--- config.mk ---
export PLATFORM = sky130hd
export DESIGN_NAME = nco_freq_sweep_ctrl
export DESIGN_NICKNAME = d
export VERILOG_FILES = /design/src/rtl/nco_freq_sweep_ctrl.sv
export SDC_FILE = /design/constraint.sdc
export NUM_CORES = 1
export LEC_CHECK = 0
export BUFFER_PORTS_ARGS = -buffer_cell sky130_fd_sc_hd__buf_2
export CAP_MARGIN = 20
export CORE_MARGIN = 1
export CORE_UTILIZATION = 45
export CTS_CLUSTER_SIZE = 14
export DETAILED_ROUTE_END_ITERATION = 8
export HOLD_SLACK_MARGIN = 0.06
export PLACE_DENSITY = 0.64
export RECOVER_POWER = 50
export SLEW_MARGIN = 25
export SYNTH_ARGS = -nofsm -noshare
export SYNTH_HDL_FRONTEND = slang
export SYNTH_SLANG_ARGS = --single-unit
--- constraint.sdc ---
create_clock -name clk -period 3.9 [get_ports clk]
set_input_delay 0.78 -clock clk [delete_from_list [all_inputs] [get_ports clk]]
set_output_delay 0.78 -clock clk [all_outputs]
set_load 0.05 [all_outputs]
--- src/rtl/nco_freq_sweep_ctrl.sv ---
// -----------------------------------------------------------------------------
// nco_freq_sweep_ctrl
//
// Avalon-MM controlled frequency-word sequencer for the DDS NCO. The block
// either applies a single frequency word or steps linearly from a start word
// by a signed step. Each word is held for a programmable dwell time. Every
// change of freq_word is accompanied by a one-cycle freq_valid strobe, so the
// NCO can latch the word without glitches.
//
// Ports:
//   clk        system clock
//   reset_n    asynchronous active-low reset
//   address    register select (0 CTRL, 1 START_FREQ, 2 STEP, 3 COUNT,
//              4 DWELL, 5 CURRENT, 6/7 read as zero)
//   chipselect Avalon slave select
//   write_n    active-low write strobe
//   writedata  write data
//   readdata   combinational read mux, zero-extended
//   freq_word  frequency word to the NCO
//   freq_valid one-cycle pulse whenever freq_word changes
//   busy       sweep in progress
//   irq        level interrupt, registered copy of done & IRQ_EN
//
// Handshake: the bus side has no wait states. A write takes effect on the
// clock edge where chipselect=1 and write_n=0. freq_valid has no ready: it is
// a strobe that is high for exactly the cycle in which a new freq_word is
// first presented.
// -----------------------------------------------------------------------------
module nco_freq_sweep_ctrl #(
  parameter int FREQ_W      = 22,
  parameter int START_RESET = 593410,
  parameter int DWELL_W     = 24,
  parameter int COUNT_W     = 16
) (
  input  logic              clk,
  input  logic              reset_n,
  input  logic [2:0]        address,
  input  logic              chipselect,
  input  logic              write_n,
  input  logic [31:0]       writedata,
  output logic [31:0]       readdata,
  output logic [FREQ_W-1:0] freq_word,
  output logic              freq_valid,
  output logic              busy,
  output logic              irq
);

  typedef enum logic [1:0] {
    S_IDLE  = 2'd0,
    S_DWELL = 2'd1,
    S_STEP  = 2'd2
  } state_t;

  localparam logic [FREQ_W-1:0] FREQ_RST = FREQ_W'(START_RESET);

  // Bus decode
  logic wr;
  logic ctrl_wr;
  logic start_req;
  logic abort_req;
  logic done_clr;

  assign wr        = chipselect & ~write_n;
  assign ctrl_wr   = wr && (address == 3'd0);
  assign start_req = ctrl_wr & writedata[0];
  assign abort_req = ctrl_wr & writedata[1];
  assign done_clr  = ctrl_wr & writedata[3];

  // The upper writedata bits have no register behind them.
  logic unused_wdata;
  assign unused_wdata = ^writedata[31:DWELL_W];

  // Configuration registers (bus visible)
  logic [FREQ_W-1:0]  start_freq_q;
  logic [FREQ_W-1:0]  step_q;
  logic [COUNT_W-1:0] count_q;
  logic [DWELL_W-1:0] dwell_q;
  logic               loop_q;
  logic               irq_en_q;

  // Shadow copies taken at START so that config writes during a sweep only
  // affect the next sweep.
  logic [FREQ_W-1:0]  sh_start_q;
  logic [FREQ_W-1:0]  sh_step_q;
  logic [COUNT_W-1:0] sh_count_q;
  logic [DWELL_W-1:0] sh_dwell_q;

  // Sequencer state
  state_t             state_q, state_d;
  logic [FREQ_W-1:0]  freq_q, freq_d;
  logic               valid_q, valid_d;
  logic [DWELL_W-1:0] dwell_cnt_q, dwell_cnt_d;
  logic [COUNT_W-1:0] steps_left_q, steps_left_d;
  logic               done_q, done_d;
  logic               irq_q;
  logic               load_shadow;

  // A dwell of zero behaves like a dwell of one: a word is never held
  // for less than one clock.
  function automatic logic [DWELL_W-1:0] dwell_reload(input logic [DWELL_W-1:0] d);
    return (d == '0) ? '0 : d - 1'b1;
  endfunction

  // Configuration register writes
  always_ff @(posedge clk or negedge reset_n) begin
    if (!reset_n) begin
      start_freq_q <= FREQ_RST;
      step_q       <= '0;
      count_q      <= '0;
      dwell_q      <= '0;
      loop_q       <= 1'b0;
      irq_en_q     <= 1'b0;
    end else if (wr) begin
      case (address)
        3'd0: begin
          loop_q   <= writedata[2];
          irq_en_q <= writedata[4];
        end
        3'd1:    start_freq_q <= writedata[FREQ_W-1:0];
        3'd2:    step_q       <= writedata[FREQ_W-1:0];
        3'd3:    count_q      <= writedata[COUNT_W-1:0];
        3'd4:    dwell_q      <= writedata[DWELL_W-1:0];
        default: ;
      endcase
    end
  end

  // Shadow registers
  always_ff @(posedge clk or negedge reset_n) begin
    if (!reset_n) begin
      sh_start_q <= FREQ_RST;
      sh_step_q  <= '0;
      sh_count_q <= '0;
      sh_dwell_q <= '0;
    end else if (load_shadow) begin
      sh_start_q <= start_freq_q;
      sh_step_q  <= step_q;
      sh_count_q <= count_q;
      sh_dwell_q <= dwell_q;
    end
  end

  // FSM state and datapath registers
  always_ff @(posedge clk or negedge reset_n) begin
    if (!reset_n) begin
      state_q      <= S_IDLE;
      freq_q       <= FREQ_RST;
      valid_q      <= 1'b0;
      dwell_cnt_q  <= '0;
      steps_left_q <= '0;
      done_q       <= 1'b0;
      irq_q        <= 1'b0;
    end else begin
      state_q      <= state_d;
      freq_q       <= freq_d;
      valid_q      <= valid_d;
      dwell_cnt_q  <= dwell_cnt_d;
      steps_left_q <= steps_left_d;
      done_q       <= done_d;
      irq_q        <= done_q & irq_en_q;
    end
  end

  // Next-state and datapath logic
  always_comb begin
    state_d      = state_q;
    freq_d       = freq_q;
    valid_d      = 1'b0;
    dwell_cnt_d  = dwell_cnt_q;
    steps_left_d = steps_left_q;
    done_d       = done_q;
    load_shadow  = 1'b0;

    // Clear first so that a done being set on the same edge overrides it.
    if (done_clr) begin
      done_d = 1'b0;
    end

    if (abort_req) begin
      // ABORT beats everything, including a START in the same write.
      // The word and done are left alone and no strobe is issued.
      state_d = S_IDLE;
    end else begin
      case (state_q)
        S_IDLE: begin
          if (start_req) begin
            load_shadow  = 1'b1;
            freq_d       = start_freq_q;
            valid_d      = 1'b1;
            dwell_cnt_d  = dwell_reload(dwell_q);
            steps_left_d = count_q;
            state_d      = S_DWELL;
          end else if (wr && (address == 3'd1)) begin
            // While idle, START_FREQ acts as a direct frequency write.
            freq_d  = writedata[FREQ_W-1:0];
            valid_d = 1'b1;
          end
        end

        S_DWELL: begin
          if (dwell_cnt_q != '0) begin
            dwell_cnt_d = dwell_cnt_q - 1'b1;
          end else if (steps_left_q != '0) begin
            state_d = S_STEP;
          end else if (loop_q) begin
            freq_d       = sh_start_q;
            valid_d      = 1'b1;
            steps_left_d = sh_count_q;
            dwell_cnt_d  = dwell_reload(sh_dwell_q);
          end else begin
            done_d  = 1'b1;
            state_d = S_IDLE;
          end
        end

        S_STEP: begin
          // Modular add: the step wraps around the word width.
          freq_d       = freq_q + sh_step_q;
          valid_d      = 1'b1;
          steps_left_d = steps_left_q - 1'b1;
          dwell_cnt_d  = dwell_reload(sh_dwell_q);
          state_d      = S_DWELL;
        end

        default: state_d = S_IDLE;
      endcase
    end
  end

  // Read mux
  always_comb begin
    readdata = '0;
    case (address)
      3'd0: begin
        readdata[0] = busy;
        readdata[1] = done_q;
        readdata[2] = loop_q;
        readdata[4] = irq_en_q;
      end
      3'd1:    readdata[FREQ_W-1:0]  = start_freq_q;
      3'd2:    readdata[FREQ_W-1:0]  = step_q;
      3'd3:    readdata[COUNT_W-1:0] = count_q;
      3'd4:    readdata[DWELL_W-1:0] = dwell_q;
      3'd5:    readdata[FREQ_W-1:0]  = freq_q;
      default: readdata = '0;
    endcase
  end

  assign freq_word  = freq_q;
  assign freq_valid = valid_q;
  assign busy       = (state_q != S_IDLE);
  assign irq        = irq_q;

endmodule

==> run_results.csv <==
group,metric,value,unit
die,die_height,178,um
placement,dp.final_hpwl,28200,um
setup_path,crit_fanout,14,
job,maxCapViolations,2,
drt,drt_first_pass_iters,7,
final_layout,final_cell_mix,"219 x dfrtp_1, 187 x mux2_2, 109 x nand2_1, 97 x nor2_1, 79 x a21oi_1",
cts,root_buffer,"clkbuf_16",
cts,h-tree-depth,1,
global_routing,grt-busiest-layer,"met2",
drt,drtIter0Drc,824,
hold_path,hold_class,"in2reg",
timing,rsz0062_at_grt,"no",
placement,place_congestion,0.932,
global_routing,grt_antenna_before_repair,0,
timing,clock_skew,0.0173,ns
die,ios,96,
cts,cts_buffer_depth,3,
drt,wl_per_cell,21.9,um
timing,drv_slew,88,
cts,post_cts_buffers,0,
final_layout,regArea,5950,sq um
drt,drc,0,
power,p_per_area,746,nW/um^2
setup_path,crit_family,"buffers and inverters",
drt,vias,11600,
cts,tritoncts,"done",
cts,clock_latency,0.53,ns
synth,synth_seq_cells,237,
final_layout,fin_nets,1547,
global_routing,grt_pass1_wl,65300,um
global_routing,first_global_vias,11400,
drt,wirelength,41400,um
final_layout,fillerInstances,2825,
setup_path,cp.required,3.12,ns
die,fp-row-count,64,
setup_path,critPathLaunchType,"input port",
global_routing,use_met3,3.60,%
outcome,outcome,"finished with violations",
global_routing,overflow,0,
final_layout,final_common_cell,"dfrtp_1",
cts,numCtsBuffers,27,
synth,yosysWarnings,0,
setup_path,crit_type,"in2out",
setup_path,crit_top_cell,"nor2_1",
timing,hold_ws,0.480,ns
timing,setup_viol,0,
timing,fmax,280,MHz
timing,fin_crit_sh,91.7,%
setup_path,r2r_start,"dwell_cnt_q[0]",
global_routing,grt_use_met2,44.3,%
setup_path,crit_chain,"clkbuf_1 -> clkbuf_1 -> nor2_1 -> a22oi_1 -> nor2_1 -> a21oi_1 -> nor2_1 -> buf_2",
drt,viasPerCell,6.13,
setup_path,cp_slowest_cell,"clkbuf_1",
cts,clkTransAtPathRegs,0.06,ns
synth,ys_types,72,
setup_path,slowest_delay,0.65,ns
final_layout,num_antenna_cells,0,
final_layout,final_util,51.5,%
cts,cts_hold_buf,0,
die,dieArea,31800,sq um
synth,syn_inst,1403,
synth,postSynthAreaPerCell,9.96,sq um
synth,synth_top_area_share,39.2,%
synth,synth_edf_count,0,
setup_path,crit_buf_inv,3,
timing,tns,0,ns
global_routing,grt_max_degree,105,
drt,ant_nets,0,
outcome,violations,"max-capacitance violations, max-slew violations",
cts,clkSinkCount,237,
setup_path,end_kind,"primary output",
timing,hold_viol,0,
final_layout,multi_input_area,7600,sq um
power,p_leak,7.11,nW
power,peakVddDrop,0.821,mV
timing,fin_ws,0.325,ns
synth,syn_area,14000,sq um
setup_path,cp_data_arrival_time,2.79,ns
final_layout,drive_above_1_share,25.7,%
final_layout,syn2layout_area_growth,12.7,%
hold_path,hp-start,"writedata[23]",
synth,ys.flop_type,"dfrtp_1",
global_routing,grt_usage,26.7,%
die,coreArea,30600,sq um
global_routing,met1_usage,35.2,%
timing,fin_crit,3.57,ns
synth,ys_seq_area_share,42.6,%
placement,io_buffer_count,79,
timing,slew_headroom,-98.1,%
timing,tightestPinTransition,2.97,ns
die,initial_core_util,45.7,%
placement,dpl_worst_slack,0.498,ns
setup_path,worstSetupStartpoint,"address[0]",
synth,synth_area_leaders,"dfrtp_1 39%, mux2_2 15%, dfstp_2 3.4%, ha_1 3.0%, xnor2_1 2.9%",
cts,post_cts_resized,0,
die,die_x,178,um
synth,synth_largest_area_cell,"dfrtp_1",
synth,async_flop_share,100,%
## flip-flops by register name, summed over array words and instances (netlist names)
signal and flops:
start_freq_q 22, sh_count_q 16, loop_q 1, state_q 2, freq_valid 1, irq_en_q 1
count_q 16, steps_left_q 16, sh_step_q 22, step_q 22, irq 1, dwell_cnt_q 24
dwell_q 24, sh_dwell_q 24, freq_word 22, sh_start_q 22, done_q 1
## cell usage after synthesis (12+ instances only)
library cell / n
a21oi_1: 79
nor3_1: 50
a21o_1: 12
clkbuf_1: 60
nand2_1: 109
a22oi_1: 21
buf_1: 14
dfstp_2: 18
inv_1: 27
nor2_1: 99
a211oi_1: 16
o21ai_0: 75
dfrtp_1: 219
xor2_1: 30
o31ai_1: 18
nand3_1: 30
mux2_2: 187
ha_1: 33
xnor2_1: 47
a221oi_1: 29
mux2i_1: 25
nor4_1: 25
o22ai_1: 22
## where the power goes
part	total, mW	switching [mW]	internal [mW]
clock network	2.44	1.04	1.40
logic	5.50	3.54	1.96
registers	3.82	0.709	3.11
total	11.8	5.29	6.47
## per-layer routing
layer | up-vias | wire length (um)
li1 | 5321 | -
met1 | 5736 | 17300
met2 | 435 | 19800
met3 | 95 | 2740
met4 | 0 | 1560
met5 | - | 0
## layout make-up
class,count,share of cell area (%)
Clock buffer,35,4.67
Timing Repair Buffer,123,4.81
Tap cell,396,3.15
Inverter,27,0.643
Clock inverter,14,0.667
Sequential cell,237,37.8
Multi-Input combinational cell,1058,48.3
## through the flow
stage	cells	power, mW	area (sq um)
finish	1890	11.8	15800
floorplan	1410	7.60	14000
detailed placement	1841	9.25	14900
global route	1890	12.5	15800
global placement	1841	9.15	14900
CTS	1890	11.7	15800
## worst paths after layout
| check | slack (ns) | cells past startpoint | endpoint |
|---|---|---|---|
| setup reg to reg | 0.51 | 10 | freq_word[14] |
| max in group asynchronous | 0.78 | 2 | freq_word[11] |
| min in group asynchronous | 1.34 | 1 | start_freq_q[2] |
| setup / recovery | 0.33 | 8 | readdata[4] |
| hold reg to reg | 0.50 | 2 | freq_word[19] |
| hold / removal | 0.48 | 2 | dwell_q[23] |
## cells by family (layout without fill, tap and decap cells)
kind of cell	Yosys count	after routing	synth area share, %
AO/OA/AOI/OAI	333	333	15.5
other	1	8	0.0268
adder cells (fa/ha/maj)	34	34	3.10
XOR/XNOR	77	77	4.82
multiplexers	212	212	16.9
flip-flops	237	237	42.6
AND/OR/NAND/NOR	394	394	13.7
buffers and inverters	115	199	3.39
(Power assumes the default switching activity.)
